File: src/rtl/output_fifo_reader.sv
// Drains W-bit pixels from the output FIFO and packs them into WORD_W-bit words
// for CSR readout; each word is held until acknowledged, and a short tail word is flushed.
//
// state   | meaning
// IDLE    | waiting for start after reset
// FILL    | popping pixels into the pack buffer, at most one pop in flight
// PRESENT | word_data valid, holding until word_ack
// DONE    | frame finished, done held until the next start
module output_fifo_reader #(
  parameter int W      = 8,
  parameter int WORD_W = 32,
  parameter int CNT_W  = 20,
  localparam int LANES = WORD_W / W,
  localparam int LW    = $clog2(LANES) + 1
) (
  input  logic              clk,
  input  logic              rstn,
  input  logic [W-1:0]      fifo_rd_data,
  output logic              fifo_rd_en,
  input  logic              fifo_avail,
  input  logic              start,
  input  logic [CNT_W-1:0]  total,
  output logic [WORD_W-1:0] word_data,
  output logic [LW-1:0]     word_lanes,
  output logic              word_valid,
  input  logic              word_ack,
  output logic              busy,
  output logic              done
);

  typedef enum logic [1:0] {IDLE, FILL, PRESENT, DONE} state_t;

  localparam logic [LW-1:0] LANES_L = LW'(LANES);

  state_t           state;
  logic [CNT_W-1:0] remaining;
  logic [LW-1:0]    lane;
  logic             in_flight;
  logic [CNT_W-1:0] rem_next;
  logic [LW-1:0]    lane_next;

  // Counters as they will stand once the pixel returning this cycle is stored.
  always_comb begin
    rem_next  = remaining;
    lane_next = lane;
    if (in_flight) begin
      rem_next  = remaining - CNT_W'(1);
      lane_next = lane + LW'(1);
    end
  end

  always_ff @(posedge clk or negedge rstn) begin
    if (!rstn) begin
      state      <= IDLE;
      remaining  <= '0;
      lane       <= '0;
      in_flight  <= 1'b0;
      fifo_rd_en <= 1'b0;
      word_data  <= '0;
      word_lanes <= '0;
      word_valid <= 1'b0;
      busy       <= 1'b0;
      done       <= 1'b0;
    end else begin
      fifo_rd_en <= 1'b0;
      in_flight  <= fifo_rd_en;
      case (state)
        IDLE, DONE: begin
          if (start) begin
            if (total == '0) begin
              state <= DONE;
              done  <= 1'b1;
            end else begin
              state      <= FILL;
              busy       <= 1'b1;
              done       <= 1'b0;
              remaining  <= total;
              lane       <= '0;
              word_data  <= '0;
              fifo_rd_en <= fifo_avail;
            end
          end
        end
        FILL: begin
          if (in_flight) begin
            for (int i = 0; i < LANES; i++) begin
              if (lane == LW'(i)) word_data[i*W +: W] <= fifo_rd_data;
            end
            remaining <= rem_next;
            lane      <= lane_next;
          end
          if (in_flight && (lane_next == LANES_L || rem_next == '0)) begin
            state      <= PRESENT;
            word_valid <= 1'b1;
            word_lanes <= lane_next;
          end else if (fifo_avail && !fifo_rd_en && rem_next != '0 && lane_next < LANES_L) begin
            // A pop may issue on the same edge the previous pixel lands.
            fifo_rd_en <= 1'b1;
          end
        end
        PRESENT: begin
          if (word_ack) begin
            word_valid <= 1'b0;
            word_data  <= '0;
            word_lanes <= '0;
            lane       <= '0;
            if (remaining == '0) begin
              state <= DONE;
              busy  <= 1'b0;
              done  <= 1'b1;
            end else begin
              state <= FILL;
            end
          end
        end
        default: state <= IDLE;
      endcase
    end
  end

endmodule
File: config.mk
export PLATFORM = sky130hd
export DESIGN_NAME = output_fifo_reader
export DESIGN_NICKNAME = d
export VERILOG_FILES = /design/src/rtl/output_fifo_reader.sv
export SDC_FILE = /design/constraint.sdc
export NUM_CORES = 1
export LEC_CHECK = 0
export BUFFER_PORTS_ARGS = -buffer_cell sky130_fd_sc_hd__buf_2
export CAP_MARGIN = 25
export CORE_MARGIN = 3
export CORE_UTILIZATION = 62
export CTS_BUF_LIST = sky130_fd_sc_hd__clkbuf_8
export DETAILED_ROUTE_END_ITERATION = 16
export GPL_TIMING_DRIVEN = 0
export PLACE_DENSITY = 0.88
export SYNTH_ARGS = -nofsm -noshare
export SYNTH_HDL_FRONTEND = slang
export SYNTH_SLANG_ARGS = --single-unit
File: constraint.sdc
create_clock -name clk -period 6 [get_ports clk]
set_input_delay 1.2 -clock clk [delete_from_list [all_inputs] [get_ports clk]]
set_output_delay 1.2 -clock clk [all_outputs]
set_load 0.03 [all_outputs]
==> impl_metrics.ini <==
[power_and_ir_drop]
ir_drop_mv = 0.508
switching_share = 0.471
pwr-share-seq = 0.289
internal_power_w = 0.00143
power_density_mw_per_mm2 = 632
power_frac_comb = 0.558
p_sw_w = 0.00127
p_clk_frac = 0.154
power_leakage_nw = 1.92

[cells_and_area]
diodes = 0
syn_to_final_growth_pct = 18.7
mostFrequentLayoutCells = buf_2 (74), dfrtp_1 (65), a21oi_1 (27), mux2_2 (27), o21ai_0 (23)
layout.cells.most_common = buf_2
drive_above_1_share = 0.286
instances_no_fill = 527
stdcell_area_mm2 = 0.00429
final_nets = 493

[global_route]
grt_pass1_vias = 3148
grt-ovfl-total = 0
grt_pass1_wl_um = 15500
grt.busiest_layer = met2
grt_use_met3 = 0.0542
grtUsageMet1 = 0.414
grt.total_usage = 0.302
met2_usage = 0.473
antenna_found_initial = 0
grt_max_degree = 66

[yosys]
syn-instance-count = 367
synth_cell_types = 55
synth-seq-cells = 65
synth_xor_area_frac = 0.00970
async_reset_ff_frac = 1.00
synth_top_family_by_area = simple AND/OR/NAND/NOR gates
synth_ff_type = dfrtp_1
synth_edf_count = 0
synthMuxAreaShare = 0.102
netlist_area_mm2 = 0.00361
synth_simple_gate_area_share = 0.183
syn_nets = 410
synthAdderAreaFrac = 0.0346
synth_area_per_cell_um2 = 9.84
synth_compound_area_frac = 0.182
yosysWarnings = 0
synth-seq-area-share = 0.450

[timing]
whs_ns = 0.440
worstMarginPinSlew_ns = 0.827
hold_violations = 0
timing.final.crit_period_ns = 3.54
finalSetupTns_ns = 0
maxSlewHeadroom = 0.449
finClkSkew_ns = 0.0115
rsz0062_at_grt = false
drv_slew = 0
finalSetupViolations = 0
min_period_over_period = 0.590
fmax_ghz = 0.283

[floorplan]
placementRows = 27
dieArea_mm2 = 0.00678
start_util = 0.648
dieWidth_um = 82.3
die_y_um = 82.3
coreArea_mm2 = 0.00557
boundaryPins = 72

[route]
vias = 3375
drtAntennaViolNets = 0
dr.first_iter.drc_count = 349
first_pass_iters = 5
drc = 0
wl_um = 9760
wl_per_cell_um = 18.5
vias_per_cell = 6.40

[critical_path]
cpLargestDelayFamily = simple AND/OR/NAND/NOR gates
setup.worst_path.start_class = primary input
slowest_delay_ns = 0.65
path_cells = buf_2 -> nor4_1 -> nand3_1 -> o211ai_1 -> nand2_1 -> clkbuf_1 -> o22ai_1 -> a21oi_1
cp_slowest_cell = o211ai_1
critPathBufInv = 2
arrival_ns = 3.75
setup.worst_path.end_class = flip-flop
crit_type = primary input to flip-flop
cp_max_fo = 10
required_ns = 6.21

[placement]
hpwlAfterDp_um = 6890
dp.cells = 511
placed_cell_area_mm2 = 0.00407
place.gp.congestion = 0.949
io_buffers = 71

[clock_tree]
cts_resized = 0
path_clk_slew_ns = 0.07
clock_sinks = 65
ctsLongestPathBuffers = 2
cts_tree = done
cts-root-buf = clkbuf_8
post-cts-setup-buffers = 0
clk_latency_ns = 0.35
cts_buffers = 9
htree_levels = 3
postCtsHoldBufs = 0

[status]
status = completed

[run]
maxCapViolCount = 0

[min_path]
min_path_type = flip-flop to flip-flop
-- worst paths after layout --
kind | start | end | slack, ns | depth (start not counted)
worst max-delay path | total[3] | remaining[9]$_DFFE_PN0P_ | 2.46 | 8
worst max register to register | remaining[16]$_DFFE_PN0P_ | word_valid$_DFFE_PN0P_ | 2.82 | 7
min in group asynchronous | rstn | remaining[11]$_DFFE_PN0P_ | 0.94 | 1
worst min-delay path | fifo_rd_en$_DFF_PN0_ | in_flight$_DFF_PN0_ | 0.44 | 0
worst min register to register | fifo_rd_en$_DFF_PN0_ | in_flight$_DFF_PN0_ | 0.44 | 0
max in group asynchronous | rstn | word_data[13]$_DFFE_PN0P_ | 4.51 | 1
-- kinds of logic after synthesis --
group,Yosys count
adders and majority gates,10
AOI/OAI and AO/OA,102
and+or+nand+nor,119
xor gates and xnor gates,4
DFF,65
buffers and inverters,34
muxes,33
-- final cells by class --
cell class	instances	area (um^2)
clock buffer	10	138
fill	397	1290
clock inverter	6	83.8
inverter	12	45.0
timing repair buffer	72	363
buffer	22	95.1
multi-input combinational	268	1850
sequential	65	1630
tap	72	90.1
-- flip-flops by register name, indices dropped and copies added (netlist names) --
signal / count
done: 1
busy: 1
lane: 3
state: 2
word_lanes: 3
word_valid: 1
remaining: 20
fifo_rd_en: 1
word_data: 32
in_flight: 1
-- per-layer routing --
metal / up-vias / part of all wire / wire length, um
met5: - / 0 / 0
met4: 0 / 0.028 / 269
met3: 26 / 0.065 / 638
met2: 162 / 0.48 / 4660
met1: 1655 / 0.43 / 4190
li1: 1532 / - / -
-- worst reg2reg max path, cell delays in order (launching register included) --
cell and delay (ns):
dfrtp_1 0.42, or4_1 0.61, or4_1 0.55, nor4_1 0.23, nand4_1 0.17, o31ai_2 0.48
o21a_2 0.27, mux2_2 0.34
-- synthesized netlist by cell type (3+ instances only) --
library cell,instances,area [um^2]
inv_1,11,41.3
nor2_1,20,75.1
or4_1,5,37.5
or3_1,4,25.0
xnor2_1,3,26.3
nand3_1,16,80.1
ha_1,10,125
a22o_1,17,149
dfrtp_1,65,1630
a21o_1,3,22.5
nor3_1,8,40.0
nor4_1,10,62.6
mux2i_1,3,30.0
nand2_1,21,78.8
and2_1,10,62.6
o21ai_0,23,115
o22ai_1,14,87.6
mux2_2,27,304
nand2b_1,5,31.3
buf_2,3,15.0
a21oi_1,27,135
mux2_1,3,33.8
clkbuf_1,17,63.8
or2_2,5,31.3
nand4_1,3,18.8
-- power by group through the flow --
| stage | registers [W] | logic [W] | clock network [W] |
|---|---|---|---|
| 2_1_floorplan | 0.000948 | 0.000894 | 0 |
| 3_3_place_gp | 0.000769 | 0.00142 | 0 |
| 4_1_cts | 0.000776 | 0.00150 | 0.000417 |
| 5_1_grt | 0.000804 | 0.00163 | 0.000438 |
| 3_5_place_dp | 0.000782 | 0.00147 | 0 |
| 6_report | 0.000782 | 0.00151 | 0.000416 |
-- stage by stage --
| stage | setup slack (ns) | utilization | total power, W |
|---|---|---|---|
| 2_1_floorplan | 2.84 | - | 0.00184 |
| 3_3_place_gp | 1.96 | 0.728 | 0.00219 |
| 3_5_place_dp | 2.18 | 0.729 | 0.00226 |
| 4_1_cts | 2.53 | 0.769 | 0.00269 |
| 5_1_grt | 2.30 | 0.769 | 0.00287 |
| 6_report | 2.46 | 0.769 | 0.00271 |
Note: power is estimated with default switching activity, not from simulation.
